<file path="src/rtl/action_axilite_ctrl_regs.sv">
// AXI-Lite control/status register file between the MMIO bridge and an action kernel.
// Define ACTION_CYCLE_COUNTER_EN to build the CYCLES run-time counter at offset 0x30.
module action_axilite_ctrl_regs #(
  parameter int unsigned NUM_ARGS = 8
) (
  input  logic                   clk,
  input  logic                   reset,
  input  logic [31:0]            s_axi_awaddr,
  input  logic                   s_axi_awvalid,
  output logic                   s_axi_awready,
  input  logic [31:0]            s_axi_wdata,
  input  logic [3:0]             s_axi_wstrb,
  input  logic                   s_axi_wvalid,
  output logic                   s_axi_wready,
  output logic [1:0]             s_axi_bresp,
  output logic                   s_axi_bvalid,
  input  logic                   s_axi_bready,
  input  logic [31:0]            s_axi_araddr,
  input  logic                   s_axi_arvalid,
  output logic                   s_axi_arready,
  output logic [31:0]            s_axi_rdata,
  output logic [1:0]             s_axi_rresp,
  output logic                   s_axi_rvalid,
  input  logic                   s_axi_rready,
  output logic                   ap_start,
  input  logic                   ap_done,
  input  logic                   ap_idle,
  input  logic                   ap_ready,
  output logic [32*NUM_ARGS-1:0] ap_args,
  output logic                   interrupt
);

  localparam logic [4:0] IdxCtrl   = 5'd0;
  localparam logic [4:0] IdxGie    = 5'd1;
  localparam logic [4:0] IdxIer    = 5'd2;
  localparam logic [4:0] IdxIsr    = 5'd3;
  localparam logic [4:0] IdxCycles = 5'd12;
  localparam int unsigned ArgBase  = 4;
  localparam logic [1:0] RespOkay   = 2'b00;
  localparam logic [1:0] RespSlvErr = 2'b10;

  logic                       rdy_en_q;
  logic                       aw_q, w_q, wr_pend_q, bvalid_q;
  logic [4:0]                 aw_idx_q;
  logic [31:0]                wdata_q;
  logic [3:0]                 wstrb_q;
  logic [1:0]                 bresp_q;
  logic                       rd_pend_q, rvalid_q;
  logic [31:0]                rdata_q;
  logic [1:0]                 rresp_q;
  logic                       ap_start_q, ap_start_d, done_q, done_d, auto_q, auto_d;
  logic                       gie_q, gie_d, ier_q, ier_d, isr_q, isr_d, irq_q;
  logic [NUM_ARGS-1:0][31:0]  args_q, args_d;
  logic                       aw_hs, w_hs, ar_hs, wr_fire;
  logic [4:0]                 wr_idx, rd_idx;
  logic [31:0]                wr_data, rd_data, cycles;
  logic [3:0]                 wr_strb;
  logic [1:0]                 rd_resp;
  logic                       unused_addr_bits;

  assign unused_addr_bits = ^{s_axi_awaddr[31:7], s_axi_awaddr[1:0],
                              s_axi_araddr[31:7], s_axi_araddr[1:0]};

  function automatic logic [1:0] decode_resp(logic [4:0] idx);
    logic mapped;
    mapped = (idx <= IdxIsr) || (idx == IdxCycles);
    for (int unsigned i = 0; i < NUM_ARGS; i++) begin
      if (idx == 5'(ArgBase + i)) mapped = 1'b1;
    end
    return mapped ? RespOkay : RespSlvErr;
  endfunction

  // Readies stay low until the first edge after reset release.
  assign s_axi_awready = rdy_en_q & ~aw_q & ~wr_pend_q & ~bvalid_q;
  assign s_axi_wready  = rdy_en_q & ~w_q & ~wr_pend_q & ~bvalid_q;
  assign s_axi_arready = rdy_en_q & ~rd_pend_q & ~rvalid_q;

  assign aw_hs   = s_axi_awvalid & s_axi_awready;
  assign w_hs    = s_axi_wvalid & s_axi_wready;
  assign ar_hs   = s_axi_arvalid & s_axi_arready;
  // A write commits on the edge where the second of AW/W arrives.
  assign wr_fire = (aw_q | aw_hs) & (w_q | w_hs);
  assign wr_idx  = aw_q ? aw_idx_q : s_axi_awaddr[6:2];
  assign wr_data = w_q ? wdata_q : s_axi_wdata;
  assign wr_strb = w_q ? wstrb_q : s_axi_wstrb;
  assign rd_idx  = s_axi_araddr[6:2];

  always_comb begin
    ap_start_d = ap_start_q;
    done_d     = done_q;
    auto_d     = auto_q;
    gie_d      = gie_q;
    ier_d      = ier_q;
    isr_d      = isr_q;
    args_d     = args_q;
    if (ap_ready && !auto_q) ap_start_d = 1'b0;
    if (ar_hs && rd_idx == IdxCtrl) done_d = 1'b0;
    if (wr_fire) begin
      case (wr_idx)
        IdxCtrl: begin
          if (wr_data[0]) ap_start_d = 1'b1;
          auto_d = wr_data[7];
        end
        IdxGie:  gie_d = wr_data[0];
        IdxIer:  ier_d = wr_data[0];
        IdxIsr:  if (wr_data[0]) isr_d = 1'b0;
        default: begin
          for (int unsigned i = 0; i < NUM_ARGS; i++) begin
            if (wr_idx == 5'(ArgBase + i)) begin
              for (int unsigned b = 0; b < 4; b++) begin
                if (wr_strb[b]) args_d[i][8*b +: 8] = wr_data[8*b +: 8];
              end
            end
          end
        end
      endcase
    end
    // Completion events take priority over same-cycle clears.
    if (ap_done) done_d = 1'b1;
    if (ap_done && ier_q) isr_d = 1'b1;
  end

  always_comb begin
    rd_data = '0;
    rd_resp = decode_resp(rd_idx);
    case (rd_idx)
      IdxCtrl:   rd_data = {24'd0, auto_q, 3'd0, ap_ready, ap_idle, done_q, ap_start_q};
      IdxGie:    rd_data = {31'd0, gie_q};
      IdxIer:    rd_data = {31'd0, ier_q};
      IdxIsr:    rd_data = {31'd0, isr_q};
      IdxCycles: rd_data = cycles;
      default: begin
        for (int unsigned i = 0; i < NUM_ARGS; i++) begin
          if (rd_idx == 5'(ArgBase + i)) rd_data = args_q[i];
        end
      end
    endcase
  end

  always_ff @(posedge clk or posedge reset) begin
    if (reset) begin
      rdy_en_q   <= 1'b0;
      aw_q       <= 1'b0;
      aw_idx_q   <= '0;
      w_q        <= 1'b0;
      wdata_q    <= '0;
      wstrb_q    <= '0;
      wr_pend_q  <= 1'b0;
      bresp_q    <= '0;
      bvalid_q   <= 1'b0;
      rd_pend_q  <= 1'b0;
      rdata_q    <= '0;
      rresp_q    <= '0;
      rvalid_q   <= 1'b0;
      ap_start_q <= 1'b0;
      done_q     <= 1'b0;
      auto_q     <= 1'b0;
      gie_q      <= 1'b0;
      ier_q      <= 1'b0;
      isr_q      <= 1'b0;
      irq_q      <= 1'b0;
      args_q     <= '0;
    end else begin
      rdy_en_q <= 1'b1;
      if (wr_pend_q) begin
        wr_pend_q <= 1'b0;
        bvalid_q  <= 1'b1;
      end else if (s_axi_bready) begin
        bvalid_q <= 1'b0;
      end
      if (wr_fire) begin
        aw_q      <= 1'b0;
        w_q       <= 1'b0;
        wr_pend_q <= 1'b1;
        bresp_q   <= decode_resp(wr_idx);
      end else begin
        if (aw_hs) begin
          aw_q     <= 1'b1;
          aw_idx_q <= s_axi_awaddr[6:2];
        end
        if (w_hs) begin
          w_q     <= 1'b1;
          wdata_q <= s_axi_wdata;
          wstrb_q <= s_axi_wstrb;
        end
      end
      // Read data is sampled at the AR edge so a same-cycle write is not visible.
      if (rd_pend_q) begin
        rd_pend_q <= 1'b0;
        rvalid_q  <= 1'b1;
      end else if (s_axi_rready) begin
        rvalid_q <= 1'b0;
      end
      if (ar_hs) begin
        rd_pend_q <= 1'b1;
        rdata_q   <= rd_data;
        rresp_q   <= rd_resp;
      end
      ap_start_q <= ap_start_d;
      done_q     <= done_d;
      auto_q     <= auto_d;
      gie_q      <= gie_d;
      ier_q      <= ier_d;
      isr_q      <= isr_d;
      irq_q      <= gie_q & isr_q;
      args_q     <= args_d;
    end
  end

`ifdef ACTION_CYCLE_COUNTER_EN
  logic [31:0] cycles_q;

  always_ff @(posedge clk or posedge reset) begin
    if (reset) begin
      cycles_q <= '0;
    end else if (ap_start_d && !ap_start_q) begin
      cycles_q <= '0;
    end else if (!ap_idle && cycles_q != 32'hFFFF_FFFF) begin
      cycles_q <= cycles_q + 32'd1;
    end
  end

  assign cycles = cycles_q;
`else
  assign cycles = '0;
`endif

  assign s_axi_bresp  = bresp_q;
  assign s_axi_bvalid = bvalid_q;
  assign s_axi_rdata  = rdata_q;
  assign s_axi_rresp  = rresp_q;
  assign s_axi_rvalid = rvalid_q;
  assign ap_start     = ap_start_q;
  assign ap_args      = args_q;
  assign interrupt    = irq_q;

endmodule

</file>
<file path="config.mk">
export PLATFORM = sky130hd
export DESIGN_NAME = action_axilite_ctrl_regs
export DESIGN_NICKNAME = d
export VERILOG_FILES = /design/src/rtl/action_axilite_ctrl_regs.sv
export SDC_FILE = /design/constraint.sdc
export NUM_CORES = 1
export LEC_CHECK = 0
export CORE_ASPECT_RATIO = 0.75
export CORE_MARGIN = 8
export CORE_UTILIZATION = 45
export DETAILED_ROUTE_END_ITERATION = 16
export GPL_ROUTABILITY_DRIVEN = 1
export MAX_ROUTING_LAYER = met4
export PLACE_DENSITY = 0.89
export SETUP_SLACK_MARGIN = 0.2
export SLEW_MARGIN = 10
export SYNTH_ARGS = -nofsm -noshare
export SYNTH_HDL_FRONTEND = slang
export SYNTH_SLANG_ARGS = --single-unit
</file>
<file path="constraint.sdc">
create_clock -name clk -period 11.95 [get_ports clk]
set_input_delay 1.7925 -clock clk [delete_from_list [all_inputs] [get_ports clk]]
set_output_delay 1.7925 -clock clk [all_outputs]
set_load 0.01 [all_outputs]
</file>
* Yosys cells after proc, flatten, opt, wreduce, memory -nomap -nowiden
Cells that the tools add are included.
** Storage, ports and cells
- Register bits after elaboration :: 347
- Bits of input ports :: 110
- Output and inout port bits :: 299
- Word-level logic and storage cells :: 207
** Cells by class
- Order comparisons :: 2
- Equality and inequality tests :: 24
- Multiplexer cells :: 51
- Bitwise operators :: 23
- Reduce and logical (&&, ||, !) cells :: 55
** Operators by type and width (number)
- 32-bit two-way mux :: 9
- 32-bit case mux with 5 select lines :: 1
- 4-bit AND reduction :: 32
- 5-bit by 4-bit equality test with 1-bit output (second input constant) :: 10
- 5-bit by 3-bit equality test with 1-bit output (second input constant) :: 8
- 1-bit two-way mux :: 37
- 5-bit by 2-bit equality test with 1-bit output (second input constant) :: 4
- 2-bit nonzero test :: 8
- 1-bit bitwise AND :: 13
- 5-bit by 1-bit equality test with 1-bit output (second input constant) :: 2
- 5-bit by 2-bit <= comparator with 1-bit output (second input constant) :: 2
- 5-bit logical NOT :: 2
- 2-bit AND reduction :: 5
- 1-bit NOT :: 8
- 5-bit two-way mux :: 1
- 2-bit two-way mux :: 2
- 4-bit two-way mux :: 1
- 4-bit OR reduction :: 1
- 1-bit logical AND :: 3
- 3-bit AND reduction :: 1
- 1-bit logical OR :: 2
- 1-bit OR :: 2
- 1-bit logical NOT :: 1

* Logic depth before layout (Yosys ltp)
- Word-level depth :: 13
- Mapped depth :: 8
- Depth with buffers taken out :: 6

* Least setup slack after synthesis
OpenSTA, ideal clock, no wires.
- Kind :: input-to-reg
- Start :: in s_axi_araddr[2]
- End :: reg rdata_q[10], in the netlist s_axi_rdata[10]
- Library setup time :: 122 ps
- Arrival :: 3265 ps
- Data required time :: 11828 ps
- Path slack :: 8564 ps
- Cell stages on the path :: 7
- Path buffers :: 3
- Cells stage by stage :: buf_2 > buf_2 > buf_1 > mux4_2 > nand2_1 > nand2_1 > a32o_1
** Between the ends
- Cells in the longest elaborated chain, start to end :: 10
- Elaborated cells between the ends (all ways) :: 22
- Classes of those cells :: 12 x eq/ne; 9 x mux; 1 x reduce/logical
** Ends and longest elaborated chain
- start, declared :: line 18 : input logic [31:0] s_axi_araddr,
- 5-bit by 3-bit equality test with 1-bit output :: line 134 : if (rd_idx == 5'(ArgBase + i)) rd_data = args_q[i];
- 32-bit two-way mux (8 in series) :: line 134
- 32-bit case mux with 5 select lines * :: line 126 : case (rd_idx)
- end signal, assigned :: line 196 : rdata_q <= rd_data;
- end, declared :: line 49 : logic [31:0] rdata_q;
Every way passes the cells marked *; elsewhere a longest branch is shown, timed or not.
A chain may end at the register's enable or synchronous reset.

* Worst setup path after layout
- Start :: in s_axi_araddr[5]
- End :: reg rdata_q[9], in the netlist s_axi_rdata[9]
Same word-level chain as after synthesis.

==> run_results.csv <==
group,metric,value,unit
clock_tree,cts_resized,0,
floorplan,io_pins,409,
final_layout,drive_gt1_share,31.9,%
final_layout,syn2layout_area_growth,30.4,%
setup_path,criticalPathCategory,"in2reg",
power_and_ir_drop,power.density,211,mW/mm²
yosys,synth_mux_area_share,31.3,%
setup_path,timing.critical_path.arrival,4.59,ns
outcome,outcome,"completed",
yosys,synth-async-reset-ratio,100,%
clock_tree,cts_root_buf,"sky130_fd_sc_hd__clkbuf_16",
clock_tree,clk_latency,0.52,ns
sta,max_freq,238,MHz
global_route,grt_remaining_overflow,0,
floorplan,initial_utilization,45.6,%
yosys,synth_top_area_share,52.7,%
floorplan,core-area,0.0359,mm²
routing,wl,54.8,mm
clock_tree,cts_hold_repair.buffers,0,
sta,setup_tns,0,ns
yosys,synth_seq_area_share,52.7,%
floorplan,dieArea,0.0428,mm²
final_layout,mostFrequentLayoutCells,"sky130_fd_sc_hd__clkdlybuf4s50_1 (350), sky130_fd_sc_hd__dfrtp_1 (344), sky130_fd_sc_hd__mux2_2 (247), sky130_fd_sc_hd__mux2_4 (96), sky130_fd_sc_hd__nand2_1 (68)",
setup_path,slowest_delay,0.87,ns
global_route,grt_use_total,25.7,%
power_and_ir_drop,irDropWorstVdd,0.111,mV
yosys,synthAdderAreaFrac,0,%
clock_tree,postCtsSetupBuffers,0,
final_layout,final_design_area_no_fill,0.0213,mm²
final_layout,final_core_util,59.5,%
final_layout,num-nets-final,1580,
yosys,yosysWarningCount,0,
place,io_buffer_count,352,
yosys,synth_compound_area_share,5.97,%
yosys,dominant_combinational_cell_family_by_area_after_synthesis,"multiplexers",
min_path,hp-class,"reg2reg",
clock_tree,tritoncts_num_sinks,345,
place,placed_cell_area,0.0202,mm²
yosys,post_synth_and_or_nand_nor_area_fraction,7.43,%
sta,final.setup_skew,0.0188,ns
sta,finalWorstPathRequiredPeriod,4.20,ns
sta,rsz0062_at_grt,"false",
yosys,synth_top_area_cell,"sky130_fd_sc_hd__dfrtp_1",
global_route,grt_antenna_before_repair,3,
clock_tree,cts-htree-levels,2,
yosys,synth_cell_types,65,
yosys,synth_area_leaders,"sky130_fd_sc_hd__dfrtp_1 (53%), sky130_fd_sc_hd__mux2_2 (17%), sky130_fd_sc_hd__mux2_4 (8.8%), sky130_fd_sc_hd__mux4_2 (4.0%), sky130_fd_sc_hd__a32o_1 (1.8%)",
floorplan,die-height,181,µm
clock_tree,clock_tree_from_tritoncts,"yes",
setup_path,worst_ep_required_time,12.34,ns
setup_path,setup.worst_path.end_class,"register",
clock_tree,total_clock_buffers_created_by_cts,37,
routing,drc_errors,0,
clock_tree,clkSlewWorstSetupHoldPaths,0.06,ns
place,post-dp-hpwl,36.2,mm
yosys,postSynthCellCount,1135,
routing,detailroute.via_count,11800,
yosys,avgSynthCellArea,14.4,µm²
routing,antenna_violating_nets_post_route,0,
power_and_ir_drop,leakagePower,9.73,nW
floorplan,die_width,236,µm
sta,timing.final.crit_share,35.2,%
final_layout,fin_cells,1962,
setup_path,critical_path.cell_chain,"clkdlybuf4s50_1 -> nor3b_2 -> buf_4 -> and3_2 -> nand2b_1 -> a32o_1",
routing,drt-initial-drc-count,919,
setup_path,crit_slowest_cell,"sky130_fd_sc_hd__and3_2",
final_layout,fillCellCount,2712,
job,number_of_violations_of_the_max_capacitance_limit,0,
setup_path,start_kind,"input pin",
sta,hold_viol,0,
clock_tree,cts-root-to-sink-buffers,3,
yosys,post_synth_xor_area_fraction,0,%
sta,setup-violations-final,0,
place,numPlacedInstances,1896,
sta,max-slew-margin-rel,14.7,%
final_layout,layout_commonest_cell,"sky130_fd_sc_hd__clkdlybuf4s50_1",
routing,drt_pass1_iterations,5,
sta,timing.final.max_slew_violations,0,
floorplan,num_rows,60,
routing,routed_via_density,6.03,
sta,worst_slew_pin_slew,1.28,ns
routing,wl_per_cell,27.9,µm
yosys,syn-cell-area,0.0164,mm²
global_route,maximum_number_of_pins_on_one_net_before_global_route_repair,166,
yosys,synth-edff-count,0,
place,place.gp.congestion,0.922,
yosys,synth_top_flop_cell,"sky130_fd_sc_hd__dfrtp_1",
global_route,global_route_wire_length_before_repair,82.6,mm
yosys,synth_seq_cells,345,
global_route,grt_pass1_vias,12700,
setup_path,max_fanout_on_critical_path,28,
flip-flops by register name, indices dropped and copies added (netlist names), 4 cells and up:
| signal | cells |
|---|---|
| aw_idx_q | 5 |
| wdata_q | 32 |
| s_axi_rdata | 32 |
| ap_args | 256 |
| wstrb_q | 4 |
worst paths after layout:
check / start / endpoint / slack (ns) / cells after the start
max: s_axi_araddr[5] / s_axi_rdata[9] / 7.75 / 6
min: rd_pend_q / s_axi_rvalid / 0.47 / 1
max reg2reg: s_axi_rvalid / s_axi_rdata[9] / 8.85 / 4
min reg2reg: rd_pend_q / s_axi_rvalid / 0.47 / 1
max in group asynchronous: reset / wdata_q[10] / 8.61 / 3
min in group asynchronous: reset / ap_args[126] / 1.81 / 2
critical path, delay by kind of cell:
kind | cells | cell delay [ns]
compound gates | 1 | 0.33
simple gates | 3 | 1.36
buf+inv | 2 | 1.08
cell usage after synthesis, types with 6 or more instances:
| library cell | instances |
|---|---|
| sky130_fd_sc_hd__nor3_1 | 9 |
| sky130_fd_sc_hd__buf_1 | 7 |
| sky130_fd_sc_hd__mux2_4 | 96 |
| sky130_fd_sc_hd__clkbuf_1 | 26 |
| sky130_fd_sc_hd__mux2_2 | 247 |
| sky130_fd_sc_hd__mux2_1 | 18 |
| sky130_fd_sc_hd__inv_1 | 8 |
| sky130_fd_sc_hd__buf_6 | 14 |
| sky130_fd_sc_hd__mux4_2 | 29 |
| sky130_fd_sc_hd__nand3_4 | 10 |
| sky130_fd_sc_hd__buf_2 | 17 |
| sky130_fd_sc_hd__nor2_1 | 25 |
| sky130_fd_sc_hd__o21ai_0 | 14 |
| sky130_fd_sc_hd__o221ai_1 | 28 |
| sky130_fd_sc_hd__nand3_1 | 6 |
| sky130_fd_sc_hd__a32o_1 | 30 |
| sky130_fd_sc_hd__nand2b_1 | 33 |
| sky130_fd_sc_hd__dfrtp_1 | 345 |
| sky130_fd_sc_hd__nand2_1 | 69 |
| sky130_fd_sc_hd__or2_1 | 12 |
through the flow:
stage	power [mW]	worst slack [ns]	hold WS, ns
after floorplan	2.57	0.592	0.429
after global placement	3.34	7.42	0.439
after detailed placement	3.42	7.34	0.456
after CTS	4.52	7.87	0.470
after global routing	4.70	7.72	0.494
final	4.50	7.75	0.474
cells by family (layout without fill, tap and decap cells):
family	count (synthesis)	count (layout)
AOI/OAI and AO/OA	115	115
buffers and inverters	76	434
DFF	345	345
muxes	394	394
other	2	6
and+or+nand+nor	203	203
final cells by class:
class	count	area, µm²	area share, %
sequential	345	8630	40.4
inverter	9	41.3	0.193
tap	465	582	2.73
clock buffer	57	1080	5.06
clock inverter	6	40.0	0.188
timing repair buffer	362	3610	16.9
multi-input combinational	715	7350	34.5
antenna	3	7.51	0.0352
routing by layer:
layer	routed length (µm)	share of wire, %	track usage, %
met5	0	0	-
met4	1860	3.4	8.68
met3	4750	8.7	6.64
met2	25500	47	40.2
met1	22600	41	32.3
power breakdown:
part           switching [mW]  total [mW]  internal [mW]
logic                   0.689        1.60          0.915
clock network           0.464        1.09          0.622
registers               0.304        1.81           1.51
No activity file was read; power rests on OpenSTA's default activity.
